==> config.mk <==
export PLATFORM = sky130hd
export DESIGN_NAME = clock_gate_ctrl
export DESIGN_NICKNAME = d
export VERILOG_FILES = /design/src/rtl/clock_gate_ctrl.sv
export SDC_FILE = /design/constraint.sdc
export NUM_CORES = 1
export LEC_CHECK = 0
export CORE_ASPECT_RATIO = 1.1
export CORE_MARGIN = 10
export CORE_UTILIZATION = 54
export CTS_BUF_LIST = sky130_fd_sc_hd__clkbuf_2 sky130_fd_sc_hd__clkbuf_4 sky130_fd_sc_hd__clkbuf_8
export CTS_CLUSTER_DIAMETER = 60
export DETAILED_ROUTE_END_ITERATION = 12
export GPL_ROUTABILITY_DRIVEN = 0
export HOLD_SLACK_MARGIN = 0.1
export PLACE_DENSITY = 0.79
export SYNTH_ARGS = -nofsm -noshare
export SYNTH_HDL_FRONTEND = slang
export SYNTH_SLANG_ARGS = --single-unit
==> constraint.sdc <==
create_clock -name clk -period 2.4 [get_ports clk]
set_input_delay 0.6 -clock clk [delete_from_list [all_inputs] [get_ports clk]]
set_output_delay 0.6 -clock clk [all_outputs]
set_load 0.005 [all_outputs]
==> src/rtl/clock_gate_ctrl.sv <==
// Per-domain clock gating controller: idle-count gating, round-robin wake arbitration
// with at most one domain settling at a time, and a global force-on override.
module clock_gate_ctrl #(
  parameter int NUM_DOMAINS = 4,
  parameter int WAKE_CYCLES = 2,
  parameter int CNT_W       = 8
) (
  input  logic                   clk,
  input  logic                   rst,
  input  logic [NUM_DOMAINS-1:0] wake_req,
  input  logic [NUM_DOMAINS-1:0] busy,
  input  logic                   force_on,
  input  logic [CNT_W-1:0]       cfg_idle_thresh,
  output logic [NUM_DOMAINS-1:0] clk_en,
  output logic [NUM_DOMAINS-1:0] ready,
  output logic [NUM_DOMAINS-1:0] gated
);

  typedef enum logic [1:0] {
    ST_RUN   = 2'd0,
    ST_GATED = 2'd1,
    ST_WAKE  = 2'd2
  } dom_state_e;

  localparam int               PTR_W     = (NUM_DOMAINS > 1) ? $clog2(NUM_DOMAINS) : 1;
  localparam logic [3:0]       WAKE_LAST = 4'(WAKE_CYCLES - 1);
  localparam logic [PTR_W-1:0] LAST_IDX  = PTR_W'(NUM_DOMAINS - 1);

  dom_state_e       state_q [NUM_DOMAINS];
  dom_state_e       state_d [NUM_DOMAINS];
  logic [CNT_W-1:0] idle_q  [NUM_DOMAINS];
  logic [CNT_W-1:0] idle_d  [NUM_DOMAINS];
  logic [3:0]       wake_cnt_q, wake_cnt_d;
  logic [PTR_W-1:0] ptr_q, ptr_d;

  logic                   any_wake;
  logic [NUM_DOMAINS-1:0] eligible;
  logic                   hi_vld, lo_vld;
  logic [PTR_W-1:0]       hi_idx, lo_idx;
  logic                   grant_vld;
  logic [PTR_W-1:0]       grant_idx;

  // Round-robin pick: lowest eligible index at or above the pointer, else lowest overall.
  always_comb begin
    // NOTE: every variable written here gets a default first, so no latch can be inferred.
    any_wake = 1'b0;
    eligible = '0;
    hi_vld   = 1'b0;
    lo_vld   = 1'b0;
    hi_idx   = '0;
    lo_idx   = '0;
    for (int i = 0; i < NUM_DOMAINS; i++) begin
      if (state_q[i] == ST_WAKE) any_wake = 1'b1;
      eligible[i] = (state_q[i] == ST_GATED) && wake_req[i];
    end
    for (int i = NUM_DOMAINS - 1; i >= 0; i--) begin
      if (eligible[i]) begin
        lo_vld = 1'b1;
        lo_idx = PTR_W'(i);
        if (PTR_W'(i) >= ptr_q) begin
          hi_vld = 1'b1;
          hi_idx = PTR_W'(i);
        end
      end
    end
    grant_vld = !any_wake && lo_vld;
    grant_idx = hi_vld ? hi_idx : lo_idx;
  end

  always_comb begin
    ptr_d      = ptr_q;
    wake_cnt_d = wake_cnt_q;
    for (int i = 0; i < NUM_DOMAINS; i++) begin
      state_d[i] = state_q[i];
      idle_d[i]  = idle_q[i];
      unique case (state_q[i])
        ST_RUN: begin
          if (busy[i] || wake_req[i] || force_on) begin
            idle_d[i] = '0;
          end else begin
            if ((cfg_idle_thresh != '0) &&
                (({1'b0, idle_q[i]} + 1'b1) >= {1'b0, cfg_idle_thresh}))
              state_d[i] = ST_GATED;
            if (idle_q[i] != '1) idle_d[i] = idle_q[i] + 1'b1;
          end
        end
        ST_GATED: begin
          if (grant_vld && (grant_idx == PTR_W'(i))) state_d[i] = ST_WAKE;
        end
        ST_WAKE: begin
          // Only one domain can be waking, so a single shared settle counter is enough.
          if (wake_cnt_q == WAKE_LAST) begin
            state_d[i] = ST_RUN;
            idle_d[i]  = '0;
            wake_cnt_d = '0;
          end else begin
            wake_cnt_d = wake_cnt_q + 1'b1;
          end
        end
        default: state_d[i] = ST_RUN;
      endcase
    end
    if (grant_vld) ptr_d = (grant_idx == LAST_IDX) ? '0 : grant_idx + 1'b1;
  end

  always_ff @(posedge clk or posedge rst) begin
    // NOTE: sequential state uses non-blocking assignments so every flop samples pre-edge values.
    if (rst) begin
      // NOTE: these arrays are a handful of flops, not a RAM macro, so resetting them is cheap and required.
      for (int i = 0; i < NUM_DOMAINS; i++) begin
        state_q[i] <= ST_RUN;
        idle_q[i]  <= '0;
      end
      wake_cnt_q <= '0;
      ptr_q      <= '0;
    end else begin
      for (int i = 0; i < NUM_DOMAINS; i++) begin
        state_q[i] <= state_d[i];
        idle_q[i]  <= idle_d[i];
      end
      wake_cnt_q <= wake_cnt_d;
      ptr_q      <= ptr_d;
    end
  end

  // force_on only overrides the gate enable; status outputs keep reflecting the FSM.
  always_comb begin
    for (int i = 0; i < NUM_DOMAINS; i++) begin
      clk_en[i] = (state_q[i] != ST_GATED) || force_on;
      ready[i]  = (state_q[i] == ST_RUN);
      gated[i]  = (state_q[i] == ST_GATED);
    end
  end

endmodule

Word-level counts from Yosys, hierarchy flattened --
Cells that the tools add are included.
Word-level totals: flip-flop bits (word level) 46, output and inout bits 12
Cells by class: add/sub/neg operators 10, order comparisons 8, eq/ne operators 40, muxes and demuxes 65, reductions and logical operators 45
Operators by type and width (count):
- 8-bit two-way mux | 9
- 8-bit one-hot mux with 2 select lines | 4
- 2-bit two-way mux | 27
- 8-bit by 1-bit adder with 9-bit output, second input constant | 4
- 9-bit by 8-bit >= comparator with 1-bit output | 4
- 8-bit by 1-bit adder with 8-bit output, second input constant | 4
- 2-bit by 1-bit inequality test with 1-bit output, second input constant | 16
- 8-bit inequality test, second input constant | 4
- 2-bit one-hot mux with 3 select lines | 4
- 4-bit two-way mux | 5
- 1-bit two-way mux | 16
- 4-bit AND reduction | 4
- 1-bit logical AND | 13
- 2-bit == test, second input constant | 6
- 1-bit logical OR | 12
- 3-bit by 1-bit inequality test with 1-bit output, second input constant | 4
- 3-bit AND reduction | 4
- 2-bit by 1-bit == test with 1-bit output, second input constant | 5
- 2-bit zero test | 5
- 2-bit inequality test, second input constant | 4
- 2-bit nonzero test | 4
- 8-bit nonzero test | 1
- 4-bit by 1-bit adder with 4-bit output, second input constant | 1
- 4-bit by 1-bit == test with 1-bit output, second input constant | 1
- 5 further kinds | 7

Logic depth before layout (Yosys ltp) --
word-level depth 14, mapped depth 10

Worst setup path before layout --
OpenSTA, ideal clock, no wires.
path kind register to register, start point register idle_q[18] (netlist bit), end point register state_q[4] (netlist bit), setup time 120 ps, arrival 2270 ps, required time 2280 ps, setup slack 9 ps, stages on the path, launching flop included 11, path through dfrtp_1 > clkdlybuf4s50_2 > and3_1 > nand3_1 > xnor2_1 > ha_1 > a21o_1 > a21oi_1 > o21ai_0 > a21o_1 > a41o_1
On the way: word-level cells in the longest chain between the ends 5
RTL lines:
- start, declared | line 31 | logic [CNT_W-1:0] idle_q [NUM_DOMAINS];
- start signal, assigned by index | line 119 | idle_q[i] <= idle_d[i];
- 8-bit by 1-bit adder with 9-bit output | line 82 | (({1'b0, idle_q[i]} + 1'b1) >= {1'b0, cfg_idle_thresh}))
- 9-bit by 8-bit >= comparator with 1-bit output | line 82
- 1-bit logical AND | line 81 | if ((cfg_idle_thresh != '0) &&
- 2-bit by 1-bit inequality test with 1-bit output (no source line)
- 4-bit AND reduction (no source line)
- end signal, assigned by index | line 118 | state_q[i] <= state_d[i];
- end, declared | line 29 | dom_state_e state_q [NUM_DOMAINS];
Every way passes these cells. A chain may end at the register's enable or synchronous reset.

Final worst setup path --
start point register idle_q[17] (netlist bit), end point register state_q[4] (netlist bit)
Same word-level chain as after synthesis.

==> flow_summary.ini <==
[detailed_routing]
first_pass_iters = 4
routed_wl_mm = 8.45
antenna_left = 0
routedWlPerCell_um = 15.9
drcViolationCount = 0
drt_iter0_drc = 197
via_per_inst = 5.75
vias = 3067

[final_layout]
layout_commonest_cell = dfrtp_1
fin_util_pct = 69.6
diodes = 0
regArea_um2 = 1150
fillCellCount = 485
layout.nets = 512
layout_common_cells = 43 x dfrtp_1, 40 x nand2_1, 40 x buf_4
syn_to_final_growth_pct = 25.3
layout-drive-gt1-share_pct = 18.1
multi_input_area_um2 = 2220

[yosys]
syn-num-nets = 443
synth_area_leaders = dfrtp_1 33%, ha_1 15%, o21ai_0 5.2%, nand2_1 4.4%, xnor2_1 3.8%
syn_avg_cell_area_um2 = 8.96
synth.distinct_cells = 51
synth_area_leader_cell = dfrtp_1
synth_edf_count = 0
netlist.area_leader.share_pct = 33.4
ys_ff_latch = 46
seq_area_frac_synth_pct = 33.4
async_reset_ff_share_pct = 100
synth_top_flop_cell = dfrtp_1
synth_warnings = 0
synth_area_um2 = 3440
syn-instance-count = 384

[placement]
detailed_place_hpwl_mm = 6.33
port_buffers = 30
place_ws_ns = -0.136

[grt]
grt_max_degree = 28
grt_pass1_wl_mm = 13.5
first_global_vias = 2899
gr-total-overflow = 0
track_usage_pct = 16.5
antenna_found_initial = 0

[timing]
max_slew_margin_pct = 46.5
final.period_utilization_pct = 97.5
maxClockFrequency_mhz = 427
holdWs_ns = 0.525
report.final.setup_viol = 0
setup_ws_ns = 0.0599
drv_slew = 0
hold_viol_final = 0
clock-skew-final_ns = 0.00591
worst_pin_slew_ns = 0.791
fin_setup_tns_ns = 0
period_needed_ns = 2.34

[clock_network]
htree_levels = 2
postCtsHoldBufs = 0
cts_buffers = 5
numClockSinks = 46
clockBufferDepth = 2
cts-root-buf = clkbuf_8
worstSkewPairLatency_ns = 0.31
cts_tree = done
clk_pin_slew_ns = 0.08

[floorplanning]
die-area_um2 = 9970
fp.dieH_um = 104
die_w_um = 96.1
initial_utilization_pct = 55.6
io_pins = 31
coreArea_um2 = 6190
row_count = 30

[run_status]
status = completed

[worst_setup_path]
reg2reg_slack_ns = 0.06
crit_required_ns = 2.60
crit_arrival_ns = 2.54
start_kind = register
cp_max_fo = 4
path_class = reg2reg
cp-end-kind = register

[power_and_ir_drop]
cellPowerDensity_nw_per_um2 = 414
leakage_nw = 2.09
vdd_ir_drop_max_mv = 0.272

[min_path]
hold_path.class = reg2reg

[flow_run]
drv_cap = 0
final cells by class:
| type | count | area share (%) |
|---|---|---|
| multi-input cells | 307 | 51.5 |
| inverters | 20 | 1.74 |
| well taps | 80 | 2.32 |
| flip-flops and latches | 46 | 26.8 |
| clock inverters | 1 | 0.696 |
| clock buffers | 6 | 1.91 |
| repair buffers | 73 | 15.1 |
routing by layer:
metal	GRT usage, %	vias to the layer above	part of all wire [%]
met4	4.54	0	1.4
li1	-	1529	-
met2	26.8	61	50
met1	21.3	1467	45
met3	3.25	10	4.0
met5	0	-	0
synth_stat cells, drive strengths merged (9+ instances only):
cell,count
a21oi,20
and3,10
dfrtp,46
ha,40
inv,20
nand2,40
nand2b,15
nand3,24
nor2,16
nor2b,9
o21ai,37
xnor2,15
xor2,12
registers in the layout, summed over array words and instances, names as in the netlist:
| signal | cells |
|---|---|
| wake_cnt_q | 4 |
| ptr_q | 2 |
| idle_q | 32 |
| state_q | 8 |
repair_timing:
item,4_1_cts,5_1_grt
setup endpoints to repair,6,7
setup buffers,4,4
pin swaps,1,2
gates resized for setup,5,19
path summary, 6_finish.rpt:
path,end,cells after the start,start
setup reg to reg,state_q[4],10,idle_q[17]
hold / removal,idle_q[16],1,idle_q[16]
setup / recovery,state_q[4],10,idle_q[17]
hold reg to reg,idle_q[16],1,idle_q[16]
min in group asynchronous,state_q[0],2,rst
max in group asynchronous,idle_q[8],3,rst
report_power, final:
| part | total (mW) | internal, mW | switching (mW) |
|---|---|---|---|
| logic | 0.340 | 0.161 | 0.179 |
| registers | 0.846 | 0.806 | 0.0398 |
| clock network | 0.600 | 0.333 | 0.267 |
critical path, cell delays in order, from the launching register on:
cell     delay [ns]
dfrtp_1        0.40
ha_2           0.20
and3_4         0.19
nand3_1        0.12
xnor2_1        0.16
ha_1           0.30
a21o_1         0.16
a21oi_1        0.17
o21ai_1        0.12
a21o_1         0.18
a41o_1         0.23
cells by family after synthesis:
logic type | synth area share, %
AND/OR/NAND/NOR | 21.6
AO/OA/AOI/OAI | 19.0
flip-flops | 33.4
adder cells (fa/ha/maj) | 14.5
buffers and inverters | 4.29
XOR/XNOR | 6.87
multiplexers | 0.327
metrics by stage:
| step | cell area [um^2] | instances | power (mW) |
|---|---|---|---|
| after CTS | 4210 | 529 | 1.79 |
| final | 4310 | 533 | 1.79 |
| after detailed placement | 4060 | 518 | 1.19 |
| after global routing | 4310 | 533 | 1.86 |
| after floorplan | 3440 | 384 | 1.04 |
| after global placement | 4060 | 518 | 1.18 |
(Power assumes the default switching activity.)
